[src/rtl/mux_scan_serializer_if.sv]
// Load port, mux-stage hookup and serial output of the mux scan serializer.
interface mux_scan_serializer_if;
    logic       load_valid;
    logic       load_ready;
    logic [7:0] load_data;
    logic [7:0] mux_data;
    logic [2:0] sel;
    logic       mux_o;
    logic       ser_out;
    logic       ser_valid;
    logic       ser_last;
    logic       busy;

    // Environment side: load source, external 8:1 mux and serial sink.
    modport master (
        output load_valid,
        output load_data,
        output mux_o,
        input  load_ready,
        input  mux_data,
        input  sel,
        input  ser_out,
        input  ser_valid,
        input  ser_last,
        input  busy
    );

    // Serializer side.
    modport slave (
        input  load_valid,
        input  load_data,
        input  mux_o,
        output load_ready,
        output mux_data,
        output sel,
        output ser_out,
        output ser_valid,
        output ser_last,
        output busy
    );
endinterface

[src/rtl/mux_scan_serializer.sv]
// Upstream driver for an 8:1 mux stage: holds a loaded word on the mux data inputs, walks the
// select through all 8 positions and registers the mux output into a framed serial bitstream.
module mux_scan_serializer #(
    parameter int unsigned MSB_FIRST  = 0,
    parameter logic        IDLE_LEVEL = 1'b1
) (
    input  logic                        clk,
    input  logic                        rst,
    mux_scan_serializer_if.slave        bus
);
    localparam logic [2:0] SelFirst = (MSB_FIRST != 0) ? 3'd7 : 3'd0;
    localparam logic [2:0] SelLast  = (MSB_FIRST != 0) ? 3'd0 : 3'd7;
    // Adding 3'd7 in 3 bits is a decrement, so one adder covers both directions.
    localparam logic [2:0] SelStep  = (MSB_FIRST != 0) ? 3'd7 : 3'd1;

    localparam logic StIdle  = 1'b0;
    localparam logic StShift = 1'b1;

    logic       state_q,     state_d;
    logic [2:0] sel_q,       sel_d;
    logic [7:0] mux_data_q,  mux_data_d;
    logic       ser_out_q,   ser_out_d;
    logic       ser_valid_q, ser_valid_d;
    logic       ser_last_q,  ser_last_d;

    logic load_ready;
    logic accept;
    logic at_last;

    // Load handshake: ready in IDLE or on the final select position for gapless reload.
    always_comb begin
        at_last    = (sel_q == SelLast);
        load_ready = !rst && ((state_q == StIdle) || ((state_q == StShift) && at_last));
        accept     = bus.load_valid && load_ready;
    end

    // Next-state logic for the IDLE/SHIFT sequencer and the serial output register.
    always_comb begin
        state_d     = state_q;
        sel_d       = sel_q;
        mux_data_d  = mux_data_q;
        ser_out_d   = ser_out_q;
        ser_valid_d = ser_valid_q;
        ser_last_d  = ser_last_q;

        if (state_q == StShift) begin
            // The mux output reflects the current select, so it is captured this cycle.
            ser_out_d   = bus.mux_o;
            ser_valid_d = 1'b1;
            ser_last_d  = at_last;
            if (!at_last) begin
                sel_d = sel_q + SelStep;
            end else begin
                sel_d = SelFirst;
                if (accept) begin
                    mux_data_d = bus.load_data;
                end else begin
                    state_d = StIdle;
                end
            end
        end else begin
            ser_out_d   = IDLE_LEVEL;
            ser_valid_d = 1'b0;
            ser_last_d  = 1'b0;
            sel_d       = SelFirst;
            if (accept) begin
                mux_data_d = bus.load_data;
                state_d    = StShift;
            end
        end
    end

    // State registers with synchronous active-high reset.
    always_ff @(posedge clk) begin
        if (rst) begin
            state_q     <= StIdle;
            sel_q       <= SelFirst;
            mux_data_q  <= 8'h00;
            ser_out_q   <= IDLE_LEVEL;
            ser_valid_q <= 1'b0;
            ser_last_q  <= 1'b0;
        end else begin
            state_q     <= state_d;
            sel_q       <= sel_d;
            mux_data_q  <= mux_data_d;
            ser_out_q   <= ser_out_d;
            ser_valid_q <= ser_valid_d;
            ser_last_q  <= ser_last_d;
        end
    end

    // Drive the interface outputs from registered state.
    always_comb begin
        bus.load_ready = load_ready;
        bus.mux_data   = mux_data_q;
        bus.sel        = sel_q;
        bus.ser_out    = ser_out_q;
        bus.ser_valid  = ser_valid_q;
        bus.ser_last   = ser_last_q;
        bus.busy       = (state_q == StShift);
    end
endmodule

[src/flat_wrapper.sv]
// flat-port wrapper written by rule: the top's interface ports become plain ports
module mux_scan_serializer_flat 
#(
    parameter int unsigned MSB_FIRST  = 0,
    parameter logic        IDLE_LEVEL = 1'b1
)
  (clk, rst, bus_load_valid, bus_load_data, bus_mux_o, bus_load_ready, bus_mux_data, bus_sel, bus_ser_out, bus_ser_valid, bus_ser_last, bus_busy);
  mux_scan_serializer_if bus_i ();
  input  logic clk;
  input  logic rst;
  input wire logic [$bits(bus_i.load_valid)-1:0] bus_load_valid;
  input wire logic [$bits(bus_i.load_data)-1:0] bus_load_data;
  input wire logic [$bits(bus_i.mux_o)-1:0] bus_mux_o;
  output wire logic [$bits(bus_i.load_ready)-1:0] bus_load_ready;
  output wire logic [$bits(bus_i.mux_data)-1:0] bus_mux_data;
  output wire logic [$bits(bus_i.sel)-1:0] bus_sel;
  output wire logic [$bits(bus_i.ser_out)-1:0] bus_ser_out;
  output wire logic [$bits(bus_i.ser_valid)-1:0] bus_ser_valid;
  output wire logic [$bits(bus_i.ser_last)-1:0] bus_ser_last;
  output wire logic [$bits(bus_i.busy)-1:0] bus_busy;
  assign bus_i.load_valid = bus_load_valid;
  assign bus_i.load_data = bus_load_data;
  assign bus_i.mux_o = bus_mux_o;
  assign bus_load_ready = bus_i.load_ready;
  assign bus_mux_data = bus_i.mux_data;
  assign bus_sel = bus_i.sel;
  assign bus_ser_out = bus_i.ser_out;
  assign bus_ser_valid = bus_i.ser_valid;
  assign bus_ser_last = bus_i.ser_last;
  assign bus_busy = bus_i.busy;
  mux_scan_serializer #(.MSB_FIRST(MSB_FIRST), .IDLE_LEVEL(IDLE_LEVEL)) u_core (.clk(clk), .rst(rst), .bus(bus_i));
endmodule
[config.mk]
export PLATFORM = sky130hd
export DESIGN_NAME = mux_scan_serializer_flat
export DESIGN_NICKNAME = d
export VERILOG_FILES = /design/src/rtl/mux_scan_serializer_if.sv /design/src/rtl/mux_scan_serializer.sv /design/src/flat_wrapper.sv
export SDC_FILE = /design/constraint.sdc
export NUM_CORES = 1
export LEC_CHECK = 0
export ABC_CLOCK_PERIOD_IN_PS = 1600
export BUFFER_PORTS_ARGS = -buffer_cell sky130_fd_sc_hd__buf_2
export CORE_UTILIZATION = 35
export CTS_CLUSTER_SIZE = 25
export DETAILED_ROUTE_END_ITERATION = 16
export GPL_TIMING_DRIVEN = 1
export PLACE_DENSITY_LB_ADDON = 0.12
export SLEW_MARGIN = 20
export SYNTH_ARGS = -nofsm -noshare
export SYNTH_HDL_FRONTEND = slang
export SYNTH_SLANG_ARGS = --single-unit
[constraint.sdc]
create_clock -name clk -period 1.6 [get_ports clk]
set_input_delay 0.48 -clock clk [delete_from_list [all_inputs] [get_ports clk]]
set_output_delay 0.48 -clock clk [all_outputs]
set_load 0.02 [all_outputs]
# Yosys cells after proc, flatten, opt, wreduce, memory -nomap -nowiden

Index checks and enable logic that the tools add are counted.

Memories kept: 0
Memory bits (writable): 0
Input port bits: 12
Bits in latches: 0
Bits in read-only memories: 0
Logic and storage cells: 24
Register bits: 15
Output and inout bits: 16

$mul: 0
Bitwise operators: 1
Multiplexer cells: 7
Div/mod/pow operators: 0
Eq/ne operators: 2
$add $sub $neg: 1
Reduce and logical (&&, ||, !) cells: 7
$lt $le $gt $ge: 0
Shift-type cells: 0

Operators with widths:

| operator            | number |
|---|---|
| $mux 8              | 3 |
| $mux 1              | 4 |
| $add 3x1->3 const B | 1 |
| $eq 3x3->1 const B  | 1 |
| $logic_and 1x1->1   | 3 |
| $reduce_or 3->1     | 1 |
| $ne 2x2->1 const B  | 1 |
| $reduce_or 2->1     | 1 |
| $logic_not 1->1     | 1 |
| $logic_or 1x1->1    | 1 |
| $not 1->1           | 1 |

# Depth between registers and ports, before layout

Word-level depth: 8
Gate-level depth with buffers: 6
Gate-level depth less buffers: 5

# Worst setup path before layout

OpenSTA, ideal clock, no wires.

Kind: register to output
Start: register u_core.sel_q[0], in the netlist u_core.bus.sel[0]
End: output port bus_load_ready
Path buffers: 0
Data arrival time: 1303 ps
Data required time: 1120 ps
Path slack: -183 ps
Stages on the path, launching flop included: 5
Cells stage by stage: dfxtp_1 -> ha_1 -> ha_1 -> and2b_4 -> nor2_1

Word-level cells in the longest chain between the ends: 4

RTL lines:

| item                   | line                      | text |
|---|---|---|
| from (decl)            | mux_scan_serializer.sv:20 | `logic [2:0] sel_q, sel_d;` |
| from (signal assigned) | mux_scan_serializer.sv:77 | `sel_q <= SelFirst;` |
| from (signal assigned) | mux_scan_serializer.sv:84 | `sel_q <= sel_d;` |
| $eq 3x3->1             | mux_scan_serializer.sv:32 | `at_last = (sel_q == SelLast);` |
| net u_core.at_last     | mux_scan_serializer.sv:28 | `logic at_last;` |
| $logic_and 1x1->1      | mux_scan_serializer.sv:33 | `load_ready = !rst && ((state_q == StIdle) \|\| ((state_q == StShift) && at_last));` |
| $logic_or 1x1->1       | mux_scan_serializer.sv:33 |  |
| $logic_and 1x1->1      | mux_scan_serializer.sv:33 |  |
| to (decl)              | flat_wrapper.sv:14        | `output wire logic [$bits(bus_i.load_ready)-1:0] bus_load_ready;` |

The timed path passes the listed nets, and every way through them passes these cells.

# Worst setup path in the final report

Same ends and word-level chain as after synthesis.

==> impl_metrics.toml <==
[synthesis]
synth_cell_types = 16
synth_nets = 69
ys_ff_latch = 15
ys_seq_area_share_pct = 54.79
synth_cells = 55
syn_area_per_cell_sq_um = 9.964
yosys_warnings = 0
syn_area_sq_um = 548.0

[hold_path]
min-delay-start = "bus_mux_o"
min_delay_path_depth = 2
min_to = "u_core.bus.ser_out"
hold_path_class = "in2reg"

[place]
gp_congestion = 0.7248
portBuffers = 27
dp.cells = 98
place_hpwl_um = 824.5
placed_cell_area_sq_um = 719.4

[power_and_ir_drop]
power_leakage_nw = 0.3581
p_total_mw = 0.7237
p_per_area_nw_per_um2 = 931.4
ir_drop_mv = 0.5338

[grt]
grt_pass1_vias = 435
grt_pass1_wl_um = 1918
grt_max_degree = 12
overflow = 0
antenna_found_initial = 0
track_usage_pct = 14.30

[critical_path]
worstReg2RegStart = "u_core.bus.sel[0]"
arrival_ns = 1.32
reg2reg_to = "u_core.bus.mux_data[7]"
cp_num_cells = 5
crit_path_cell_trace = "ha_4 > ha_4 > and2b_4 > nor2_4 > buf_6"
crit_family = "flip-flops"
cp-end-kind = "primary output"
r2r_cells = 6
worst-setup-path-type = "reg2out"
reg2reg_slack_ns = 0.28
critPathMostFrequentCell = "ha_4"
start_kind = "register"
path_buf_inv = 1
critPathRequiredTime_ns = 1.12
cp_slowest_stage_delay_ns = 0.34
critical-path-slowest-cell = "dfxtp_2"
worstPathMaxFanout = 2

[layout]
fin_cells = 102
drive_gt1_share_pct = 49.43
fill_cells = 135
fin_util_pct = 56.20
antenna_cells = 0
final_nets = 102
final_area_sq_um = 777.0
syn_to_final_growth_pct = 41.78

[floorplanning]
row_count = 13
io_pins = 28
initial_utilization_pct = 39.64
die_h_um = 41.57
dieWidth_um = 41.57
die-area_sq_um = 1728
core_area_sq_um = 1383

[cts]
clkLatencyLatePin_ns = 0.27
numCtsBuffers = 3
htreeDepth = 1
tritoncts = "done"
root_buffer = "clkbuf_4"
clockBufferDepth = 2
cts_setup_buffers = 0
clk_pin_slew_worst_paths_ns = 0.08
cts_sinks = 15

[outcome]
violations = "setup timing"
outcome = "finished, violations left"

[detailed_routing]
drt_first_pass_iters = 4
wirelength_um = 1127
via_per_inst = 4.892
routedWlPerCell_um = 11.05
antenna_left = 0
drc = 0
vias = 499
drt_iter0_markers = 5

[timing]
worstMarginPinSlew_ns = 0.1798
slew_violations = 0
fin_ws_ns = -0.2031
setup_viol = 1
fmax_mhz = 554.6
timing.final.crit_share_pct = 112.7
slew_headroom_pct = 88.00
rsz0062_at_grt = "true"
hold_viol = 0
fin_crit_ns = 1.803
finClkSkew_ns = 0.005626

[flow_run]
cap_violations = 0
## worst reg2reg max path: cells and delay by family, from the launching register on
| kind | cells | cell delay [ns] |
|---|---|---|
| flops | 1 | 0.34 |
| simple gates | 1 | 0.25 |
| fa+ha+maj | 2 | 0.31 |
| buf+inv | 1 | 0.16 |
| compound gates | 2 | 0.21 |
## per-layer routing
layer | wire, um | GRT usage, % | part of all wire, % | vias up
li1 | - | - | - | 258
met1 | 491 | 17.30 | 44 | 225
met2 | 563 | 22.19 | 50 | 14
met3 | 57 | 3.478 | 5.1 | 2
met4 | 14 | 9.677 | 1.2 | 0
met5 | 0 | 0 | 0 | -
## placed cells by master, fill, tap and decap left out, types with 2 or more instances in the layout
master,synthesis,final
buf_2,0,26
dfxtp_1,15,13
a21oi_1,9,9
nand3_1,8,8
o21ai_1,8,8
buf_4,1,4
nor3b_1,3,3
clkbuf_4,0,3
ha_4,0,2
dfxtp_2,0,2
## Yosys cell counts, drive strengths merged
cell type	count	area, sq um
a21oi	9	45.04
and2	1	6.260
and2b	2	18.77
buf	3	22.52
dfxtp	15	300.3
ha	2	25.02
inv	1	3.750
nand2b	2	20.02
nand3	8	40.04
nor2	1	3.750
nor3b	3	22.52
o21ai	8	40.04
## cell type report
class                           count  area (sq um)  share of cell area (%)
Clock buffer                        4         26.28                   3.382
Timing Repair Buffer               31         171.4                   22.06
Sequential cell                    15         302.8                   38.97
Tap cell                           15         18.77                   2.415
Inverter                            1         3.754                  0.4831
Multi-Input combinational cell     36         254.0                   32.69
## cells by family after synthesis
family / Yosys count / share of synthesized area (%)
flops: 15 / 54.79
buf+inv: 4 / 4.794
simple gates: 17 / 20.32
compound gates: 17 / 15.52
fa+ha+maj: 2 / 4.565
## power breakdown
| part | internal [mW] | leakage [nW] | total (mW) | switching, mW |
|---|---|---|---|---|
| Combinational | 0.0479 | 0.219 | 0.114 | 0.0666 |
| Clock | 0.0965 | 0.0150 | 0.209 | 0.113 |
| Sequential | 0.391 | 0.124 | 0.400 | 0.00916 |
| Total | 0.535 | 0.358 | 0.724 | 0.189 |
## metrics by stage
step | hold WS [ns] | TNS, ns | worst slack [ns]
floorplan | 0.4845 | 0 | 0.01440
CTS | 0.3872 | -0.2142 | -0.2142
finish | 0.3911 | -0.2031 | -0.2031
global placement | 0.4636 | 0 | 0.009277
global route | 0.3766 | -0.2536 | -0.2536
detailed placement | 0.4701 | -0.001624 | -0.001624
## worst max path at each step
stage,startpoint,end,slack [ns]
5_1_grt,u_core.bus.sel[0],bus_load_ready,-0.25
2_1_floorplan,u_core.bus.sel[0],bus_load_ready,0.01
6_report,u_core.bus.sel[0],bus_load_ready,-0.20
3_5_place_dp,u_core.bus.sel[0],bus_load_ready,-0.002
4_1_cts,u_core.bus.sel[1],bus_load_ready,-0.21
3_3_place_gp,u_core.bus.sel[0],bus_load_ready,0.009
## timing repair
item / in CTS / in global routing
pin swaps: 1 / 0
setup endpoints to repair: 1 / 1
hold buffers: 0 / 0
resized for setup: 6 / 0
## state kept, by name, indices dropped and copies added, names as in the netlist
name	count
u_core.bus.ser_last	1
u_core.bus.sel	3
u_core.bus.ser_out	1
u_core.bus.mux_data	8
u_core.bus.busy	1
u_core.bus.ser_valid	1
Note: power is estimated with default switching activity, not from simulation.
